--- src/rtl/copier_dm_scheduler.sv ---
// Shares the copier's single-port data RAM between the CPU local-I/O queues and a
// block-copy engine. Define COPIER_DM_PERF_EN to add saturating performance counters.
module copier_dm_scheduler #(
  parameter int ADDR_W    = 6,
  parameter int DATA_W    = 32,
  parameter int MAX_BURST = 8
) (
  input  logic              clock,
  input  logic              reset_n,
  input  logic              cpu_sel,
  input  logic [ADDR_W-1:0] cpu_aq,
  input  logic              cpu_read,
  input  logic [DATA_W-1:0] cpu_wq,
  output logic [DATA_W-1:0] cpu_rq,
  output logic              cpu_wrq,
  output logic              cpu_rwq,
  output logic              cpu_done,
  input  logic              eng_req,
  input  logic [ADDR_W-1:0] eng_addr,
  input  logic [6:0]        eng_len,
  input  logic              eng_write,
  input  logic [DATA_W-1:0] eng_wdata,
  input  logic              eng_wvalid,
  output logic              eng_wnext,
  output logic [DATA_W-1:0] eng_rdata,
  output logic              eng_rvalid,
  output logic              eng_busy,
  output logic              eng_done,
  output logic [ADDR_W-1:0] ram_a,
  output logic [DATA_W-1:0] ram_d,
  output logic              ram_we,
  input  logic [DATA_W-1:0] ram_q
`ifdef COPIER_DM_PERF_EN
  ,
  output logic [15:0]       perf_cpu_wait,
  output logic [15:0]       perf_eng_words
`endif
);

  localparam logic [1:0] S_IDLE = 2'd0;
  localparam logic [1:0] S_CPU  = 2'd1;
  localparam logic [1:0] S_RUN  = 2'd2;
  localparam logic [1:0] S_FIN  = 2'd3;

  localparam logic [6:0] MAX_LEN = 7'd64;
  localparam int         RUN_W   = (MAX_BURST < 2) ? 1 : $clog2(MAX_BURST + 1);
  localparam logic [RUN_W-1:0] RUN_LAST = RUN_W'(MAX_BURST - 1);

  logic [1:0]        state, state_nxt;
  logic [ADDR_W-1:0] base;
  logic [6:0]        cnt;
  logic [6:0]        len;
  logic              dir;
  logic              active;
  logic              guard;
  logic [RUN_W-1:0]  run_cnt;

  logic              cpu_pend;
  logic              accept;
  logic              eng_word;
  logic              last_word;
  logic              run_hit;
  logic [6:0]        len_clamped;
  logic [ADDR_W-1:0] eng_ram_a;

  // guard blocks a re-grant in the cycle after cpu_done while the AQ advances
  assign cpu_pend    = cpu_sel & ~guard;
  assign accept      = (state == S_IDLE) & ~cpu_pend & eng_req;
  assign len_clamped = (eng_len > MAX_LEN) ? MAX_LEN : eng_len;
  assign eng_word    = (state == S_RUN) & (~dir | eng_wvalid);
  assign last_word   = eng_word & (cnt == len - 7'd1);
  assign run_hit     = eng_word & cpu_sel & (run_cnt == RUN_LAST);
  assign eng_ram_a   = base + ADDR_W'(cnt);
  assign eng_busy    = active;

  always_comb begin
    // NOTE: every signal assigned here gets a default first so no path infers a latch.
    state_nxt = state;
    cpu_rq    = '0;
    cpu_wrq   = 1'b0;
    cpu_rwq   = 1'b0;
    cpu_done  = 1'b0;
    eng_wnext = 1'b0;
    eng_done  = 1'b0;
    ram_a     = '0;
    ram_d     = '0;
    ram_we    = 1'b0;
    case (state)
      S_IDLE: begin
        if (cpu_pend)     state_nxt = S_CPU;
        else if (eng_req) state_nxt = (eng_len == 7'd0) ? S_FIN : S_RUN;
      end
      S_CPU: begin
        ram_a     = cpu_aq;
        ram_d     = cpu_wq;
        ram_we    = ~cpu_read;
        cpu_done  = 1'b1;
        cpu_rq    = ram_q;
        cpu_wrq   = cpu_read;
        cpu_rwq   = ~cpu_read;
        state_nxt = active ? S_RUN : S_IDLE;
      end
      S_RUN: begin
        ram_a = eng_ram_a;
        if (dir && eng_wvalid) begin
          ram_we    = 1'b1;
          ram_d     = eng_wdata;
          eng_wnext = 1'b1;
        end
        // the last word always wins over a preemption due in the same cycle
        if (last_word)
          state_nxt = S_FIN;
        else if (cpu_pend && (run_hit || (dir && !eng_wvalid)))
          state_nxt = S_CPU;
      end
      S_FIN: begin
        eng_done  = 1'b1;
        state_nxt = S_IDLE;
      end
      default: state_nxt = S_IDLE;
    endcase
  end

  // NOTE: sequential state uses non-blocking assignments so every register samples pre-edge values.
  always_ff @(posedge clock or negedge reset_n) begin
    if (!reset_n) begin
      state      <= S_IDLE;
      base       <= '0;
      cnt        <= '0;
      len        <= '0;
      dir        <= 1'b0;
      active     <= 1'b0;
      guard      <= 1'b0;
      run_cnt    <= '0;
      eng_rdata  <= '0;
      eng_rvalid <= 1'b0;
    end else begin
      state      <= state_nxt;
      guard      <= (state == S_CPU);
      eng_rvalid <= eng_word & ~dir;
      if (eng_word && !dir) eng_rdata <= ram_q;

      if (accept) begin
        base   <= eng_addr;
        cnt    <= '0;
        len    <= len_clamped;
        dir    <= eng_write;
        active <= 1'b1;
      end else begin
        if (eng_word)         cnt    <= cnt + 7'd1;
        if (state == S_FIN)   active <= 1'b0;
      end

      if (state_nxt == S_CPU || !cpu_sel)
        run_cnt <= '0;
      else if (eng_word && run_cnt != RUN_LAST)
        run_cnt <= run_cnt + 1'b1;
    end
  end

`ifdef COPIER_DM_PERF_EN
  always_ff @(posedge clock or negedge reset_n) begin
    if (!reset_n) begin
      perf_cpu_wait  <= '0;
      perf_eng_words <= '0;
    end else begin
      if (cpu_sel && !cpu_done && perf_cpu_wait != 16'hFFFF)
        perf_cpu_wait <= perf_cpu_wait + 16'd1;
      if (eng_word && perf_eng_words != 16'hFFFF)
        perf_eng_words <= perf_eng_words + 16'd1;
    end
  end
`endif

endmodule
--- config.mk ---
export PLATFORM = sky130hd
export DESIGN_NAME = copier_dm_scheduler
export DESIGN_NICKNAME = d
export VERILOG_FILES = /design/src/rtl/copier_dm_scheduler.sv
export SDC_FILE = /design/constraint.sdc
export NUM_CORES = 1
export LEC_CHECK = 0
export CORE_ASPECT_RATIO = 1.2
export CORE_MARGIN = 4
export CORE_UTILIZATION = 38
export DETAILED_ROUTE_END_ITERATION = 8
export PLACE_DENSITY = 0.91
export SLEW_MARGIN = 20
export SYNTH_ARGS = -nofsm -noshare
export SYNTH_HDL_FRONTEND = slang
export SYNTH_SLANG_ARGS = --single-unit
--- constraint.sdc ---
create_clock -name clock -period 2.7 [get_ports clock]
set_clock_uncertainty 0.05 [all_clocks]
set_input_delay 0.405 -clock clock [delete_from_list [all_inputs] [get_ports clock]]
set_output_delay 0.405 -clock clock [all_outputs]
set_load 0.02 [all_outputs]
==> results of run 1 <==
## final cells by class
type	instances	area [um^2]	share of cell area, %
sequential	62	1551	23.03
timing repair buffer	248	2444	36.27
multi-input combinational	307	2221	32.96
clock inverter	5	81.33	1.207
tap	126	157.7	2.340
clock buffer	11	252.7	3.751
inverter	8	30.03	0.4457
## synthesized netlist by cell type, types with 9 or more instances
master	number	area share, %
a21oi_1	12	1.5
a22oi_1	37	7.1
and2_1	33	5.3
clkbuf_1	20	1.9
dfrtp_1	62	40
ha_1	13	4.2
mux2_2	34	9.8
nand2_1	46	4.4
nand3_1	9	1.2
nor2b_1	39	6.3
o21ai_0	11	1.4
xnor2_1	9	2.0
## worst min-delay path, stage by stage (launching register included)
cell and delay [ns]:
dfrtp_1 0.35, nand2_1 0.05, nand2_1 0.06
## cell families after synthesis
group,after synthesis
DFF,62
and+or+nand+nor,168
xor gates and xnor gates,17
adders and majority gates,14
muxes,34
buffers and inverters,36
AOI/OAI and AO/OA,74
## cell usage in the layout (no fill, tap or decap), types with 2 or more instances in the layout
| cell type | Yosys | final |
|---|---|---|
| nand2_1 | 46 | 46 |
| o21ai_0 | 11 | 11 |
| nor2_1 | 7 | 7 |
| nand3_1 | 9 | 9 |
| xor2_1 | 8 | 8 |
| dfrtp_1 | 62 | 62 |
| o221ai_1 | 2 | 2 |
| nand2b_1 | 3 | 3 |
| a21oi_1 | 12 | 10 |
| clkbuf_8 | 0 | 2 |
| a22oi_1 | 37 | 37 |
| dlygate4sd2_1 | 0 | 35 |
| o21a_1 | 2 | 2 |
| ha_1 | 13 | 11 |
| nand3b_1 | 7 | 7 |
| and2_1 | 33 | 33 |
| mux2_2 | 34 | 34 |
| inv_1 | 8 | 8 |
| xnor2_1 | 9 | 9 |
| and3_1 | 6 | 6 |
| clkbuf_16 | 0 | 9 |
| clkbuf_2 | 1 | 2 |
| a21o_1 | 2 | 2 |
| buf_12 | 0 | 4 |
| nor2b_1 | 39 | 39 |
| or3_1 | 4 | 4 |
| a21oi_2 | 0 | 2 |
| buf_4 | 0 | 13 |
| dlymetal6s2s_1 | 0 | 5 |
| clkdlybuf4s50_1 | 0 | 186 |
| bufinv_16 | 0 | 2 |
## worst paths after layout
| check | to | cells past startpoint | startpoint |
|---|---|---|---|
| max in group asynchronous | eng_rdata[15] | 3 | reset_n |
| worst min register to register | base[4] | 2 | base[4] |
| min in group asynchronous | base[4] | 2 | reset_n |
| worst min-delay path | base[4] | 2 | base[4] |
| worst max-delay path | eng_wnext | 5 | state[0] |
| worst max register to register | run_cnt[2] | 8 | state[0] |
## registers in the layout, summed over array words and instances (netlist names)
name / flops
eng_busy: 1
eng_rvalid: 1
state: 2
len: 7
run_cnt: 4
eng_rdata: 32
dir: 1
guard: 1
base: 6
cnt: 7
## per-stage QoR
step / instances / power (uW) / hold WS, ns
2_1_floorplan: 405 / 3970 / 0.05941
3_3_place_gp: 750 / 5664 / 0.3114
3_5_place_dp: 750 / 5821 / 0.3214
4_1_cts: 767 / 7010 / 0.4414
5_1_grt: 767 / 7384 / 0.4583
6_report: 767 / 6971 / 0.4378
## repair_timing
item,in CTS,in global routing
resized for setup,44,15
gates cloned,0,0
endpoints found under the setup margin,49,9
hold endpoints to repair,18,0
hold buffers,1,0
## routing by layer
metal	vias to the layer above	track usage, %
met2	168	41.75
met1	1885	24.04
met4	0	5.139
met3	21	5.682
li1	1871	-
met5	-	0
## power by group
part           internal, uW  switching (uW)
registers              1340             282
clock network           857             399
logic                  2030            2060
total                  4230            2740
==> impl_metrics.tcl, run 1 <==
set metrics [dict create \
    dpl_worst_slack_ns -0.05797 \
    wl_mm 13.64 \
    ys_seq_area_share_pct 39.86 \
    design.die.area_um2 11930 \
    outcome "finished clean" \
    synth_top_family_by_area "simple AND/OR/NAND/NOR gates" \
    synth-xor-area-share_pct 3.825 \
    drv_cap 0 \
    overflow 0 \
    hold_violations 0 \
    slew_headroom_pct 60.38 \
    cts_max_level 3 \
    post_cts_buffers 0 \
    r2r_setup_slack_ns 0.54 \
    synth-adder-area-share_pct 4.693 \
    fp.dieH_um 118.9 \
    grt_antenna_before_repair 0 \
    finalCritPeriodShare_pct 96.10 \
    drive_gt1_share_pct 13.10 \
    met3_length_um 955 \
    dpl-instance-area_um2 6415 \
    ir_worst_vdd_v 0.0005519 \
    dp_hpwl_mm 11.05 \
    nFillCells 787 \
    clock-root-buffer "clkbuf_16" \
    area_delta_synth_final_pct 73.10 \
    p_leak_uw 0.003011 \
    drtAntennaViolNets 0 \
    critical-path-slowest-cell "clkdlybuf4s50_1" \
    synth-warning-count 0 \
    worst_slack_ns 0.1052 \
    power_density_nw_per_um2 1035 \
    synthSimpleGateAreaFrac_pct 24.46 \
    cts_sinks 62 \
    crit_buf_inv 3 \
    syn_area_um2 3892 \
    crit_arrival_ns 2.14 \
    finalSetupTns_ns 0 \
    synthCells 405 \
    synth_edf_count 0 \
    clk_latency_ns 0.32 \
    synthFlopType "dfrtp_1" \
    clockBufferDepth 2 \
    avgSynthCellArea_um2 9.611 \
    drtIter0Drc 179 \
    fin_util_pct 67.31 \
    grt_use_total_pct 22.04 \
    highest_layer "met4" \
    slew_viol_final 0 \
    crit_path_start_kind "register" \
    worstPathMaxFanout 34 \
    crit_family "buffers and inverters" \
    rsz0062_at_grt "no" \
    vias 3945 \
    stdcell_area_um2 6738 \
    setup_violations 0 \
    place_congestion 0.8923 \
    wl_per_cell_um 17.78 \
    period_needed_ns 2.595 \
    port_buffers 231 \
    nNetsFinal 772 \
    grt_pass1_wl_mm 20.99 \
    synth_compound_area_share_pct 13.60 \
    wl_met2_mm 7.405 \
    die_w_um 100.4 \
    num_rows 40 \
    min_path_type "register to register" \
    cts_made_buffers 9 \
    via_per_inst 5.143 \
    grt_max_degree 41 \
    crit_required_ns 2.25 \
    start_util_pct 38.89 \
    insertedDiodeCount 0 \
    path_clk_slew_ns 0.05 \
    ys_async_sr_fraction_pct 100.0 \
    worst_pin_slew_ns 0.5926 \
    core_um2 10010 \
    ys_types 47 \
    max_stage_delay_ns 0.63 \
    path_class "register to primary output" \
    crit_path_cell_trace "inv_1 > ha_1 > and3_1 > buf_12 > clkdlybuf4s50_1" \
    synthMuxAreaShare_pct 9.836 \
    grt_pass1_vias 4077 \
    end_kind "primary output" \
    timing.fmax_mhz 385.4 \
    wl_met1_mm 5.083 \
    io-pin-count 232 \
    cts_tree "built" \
    syn_nets 541 \
    drtPass1Iterations 4 \
    ys_ff_latch 62 \
    route.detailed.drc 0 \
]
(Power assumes the default switching activity.)
==> run 2, diff against run 1 <==
ABC_AREA = 1   (was unset)
PLACE_DENSITY = unset   (was 0.91)
PLACE_DENSITY_LB_ADDON = 0.25   (was unset)
==> impl_metrics.tcl, run 2 <==
set metrics [dict create \
    final_cell_mix "nand2_1, clkdlybuf4s50_1, inv_1" \
    dp_cells 934 \
    synth_edf_count 0 \
    syn_area_um2 3894 \
    final_common_cell "nand2_1" \
    grt_use_total_pct 23.52 \
    instances_no_fill 954 \
    yosysTopAreaCellShare_pct 39.85 \
    top_register "eng_rdata" \
    nFillCells 830 \
    seqCellArea_um2 1551 \
    crit_family "adder cells" \
    cts_sinks 62 \
    grt_antenna_before_repair 0 \
    grt_max_degree 35 \
    multi_input_area_um2 1982 \
    synth-warning-count 0 \
    grt_pass1_wl_mm 22.29 \
    drtAntennaViolNets 0 \
    synthCells 583 \
    period_needed_ns 2.617 \
    drive_gt1_share_pct 9.541 \
    place_congestion 0.8984 \
    ys_async_sr_fraction_pct 100.0 \
    yosysMostFrequentCell "nand2_1" \
    syn_nets 719 \
    reg_top3 "eng_rdata x32, cnt x7, len x7" \
    dp_hpwl_mm 11.32 \
    path_clk_slew_ns 0.06 \
    cts_tree "built" \
    critical-path-slowest-cell "dfrtp_1" \
    r2r_setup_slack_ns 0.73 \
    start_util_pct 38.90 \
    ys_ff_latch 62 \
    slew_headroom_pct 60.94 \
    yosys.area.top_type "dfrtp_1" \
    outcome "finished clean" \
    num_rows 40 \
    design.die.area_um2 11940 \
    worstPathMaxFanout 2 \
    ys_seq_area_share_pct 39.85 \
    path_class "register to primary output" \
    cts_made_buffers 9 \
    dpl-instance-area_um2 6415 \
    crit_path_start_kind "register" \
    clockBufferDepth 2 \
    clk_latency_ns 0.32 \
    drtIter0Drc 158 \
    vias 4549 \
    grt_pass1_vias 4502 \
    ys_types 35 \
    timing.fmax_mhz 382.2 \
    port_buffers 231 \
    insertedDiodeCount 0 \
    avgSynthCellArea_um2 6.679 \
    drtPass1Iterations 5 \
    route.detailed.drc 0 \
    power_density_nw_per_um2 992.0 \
    cts_max_level 3 \
    max_stage_delay_ns 0.38 \
    end_kind "primary output" \
    largest_reg_flops 32 \
    crit_buf_inv 1 \
    ir_worst_vdd_v 0.0005281 \
    yosys-top-cells-area "dfrtp_1, nand2_1, inv_1, a21oi_1, ha_1" \
    r2r_start "len[0]" \
    wl_mm 14.47 \
    wl_per_cell_um 15.16 \
    fp.dieH_um 118.9 \
    area_delta_synth_final_pct 73.59 \
    clock-root-buffer "clkbuf_16" \
    min_path_type "primary input to asynchronous set/reset pin" \
    stdcell_area_um2 6759 \
    overflow 0 \
    via_per_inst 4.768 \
    worst_pin_slew_ns 0.5860 \
    nNetsFinal 959 \
    synthFlopType "dfrtp_1" \
    drv_cap 0 \
    p_leak_uw 0.003481 \
    crit_path_cell_trace "ha_1 > fa_2 > a31oi_1 > xor2_1 > or2_2 > a21oi_1 > buf_4" \
    core_um2 10010 \
    crit_arrival_ns 2.16 \
    finalCritPeriodShare_pct 96.91 \
    path_depth 7 \
    io-pin-count 232 \
    reg2reg_depth 16 \
    crit_required_ns 2.25 \
    ctsHoldBuffers 0 \
    slew_viol_final 0 \
    hold_violations 0 \
    die_w_um 100.4 \
    worstReg2RegEnd "run_cnt[0]" \
    synth_common_cells "nand2_1, inv_1, dfrtp_1" \
    setup_violations 0 \
]
[run 2: cell types whose count changed after synthesis, sizes merged, moves of 5 or more]
| cell | delta |
|---|---|
| nand2 | +227 |
| inv | +69 |
| nor2b | -40 |
| a21oi | +38 |
| a22oi | -37 |
| mux2 | -34 |
| and2 | -33 |
| nor2 | +21 |
| xnor2 | -8 |
| and3 | -6 |
| nand3b | -6 |
| nor3 | +6 |
| xor2 | -5 |
[run 2: worst max-delay path by stage]
stage | from | endpoint | slack, ns
after floorplan | cnt[0] | ram_a[4] | 0.40
after global placement | eng_wvalid | ram_d[14] | -0.07
after detailed placement | eng_wvalid | ram_d[14] | -0.10
after CTS | cnt[2] | ram_a[5] | 0.006
after global routing | state[0] | ram_d[0] | -0.03
final | base[0] | ram_a[4] | 0.08
[run 2: area by class of cell]
| cell class | instances | area share [%] |
|---|---|---|
| clock inverter | 6 | 1.037 |
| inverter | 77 | 4.276 |
| tap | 126 | 2.332 |
| sequential | 62 | 22.95 |
| multi-input combinational | 420 | 29.32 |
| clock buffer | 10 | 3.536 |
| timing repair buffer | 253 | 36.54 |
[run 2: where the power goes]
part           switching, uW  leakage (uW)  internal, uW
clock                    433      0.000141           744
sequential               245      0.000781          1320
combinational           2330       0.00256          1640
[run 2: logic make-up (layout without fill, tap and decap cells)]
family	after synthesis	count (layout)	share of synthesized area, %
AND/OR/NAND/NOR	327	327	34.06
AO/OA/AOI/OAI	74	74	10.09
adder cells (fa/ha/maj)	14	14	4.692
flip-flops	62	62	39.85
buffers and inverters	101	346	10.15
multiplexers	1	1	0.2571
XOR/XNOR	4	4	0.8999
[run 2: layer usage]
layer	share of wire, %	up-vias	global-route usage, %
li1	-	2265	-
met5	0	-	0
met1	38	2106	25.79
met4	1.8	0	6.908
met3	9.1	20	10.49
met2	52	158	40.55
[run 2: worst register-to-register path: stages (launching register included)]
cell     delay, ns
dfrtp_1       0.42
inv_1         0.11
ha_1          0.34
inv_1         0.06
nand2_1       0.05
nand2_1       0.05
nand2_1       0.05
nor2_1        0.08
nand2_1       0.07
nor2_2        0.09
nand3_2       0.09
nand2_1       0.06
nand2_1       0.06
nand2_2       0.08
nand2_2       0.06
nand2_2       0.09
nor2_1        0.05
[run 2: repair_timing]
action,CTS,global route
pin swaps,0,2
resized for setup,51,32
buffers inserted,0,2
gates cloned,0,2
hold endpoints to repair,0,0
setup endpoints to repair,40,62
[run 2: stage by stage]
| stage | hold WS, ns | power [uW] | setup TNS (ns) | util [%] | setup slack [ns] |
|---|---|---|---|---|---|
| after floorplan | 0.05941 | 3721 | 0 | - | 0.3950 |
| after global placement | 0.3860 | 5460 | -0.1073 | 64.09 | -0.06573 |
| after detailed placement | 0.3937 | 5563 | -0.1713 | 64.09 | -0.1026 |
| after CTS | 0.03878 | 6684 | 0 | 66.76 | 0.005751 |
| after global routing | 0.08130 | 7187 | -0.3777 | 67.53 | -0.02740 |
| final | 0.03031 | 6705 | 0 | 67.53 | 0.08341 |
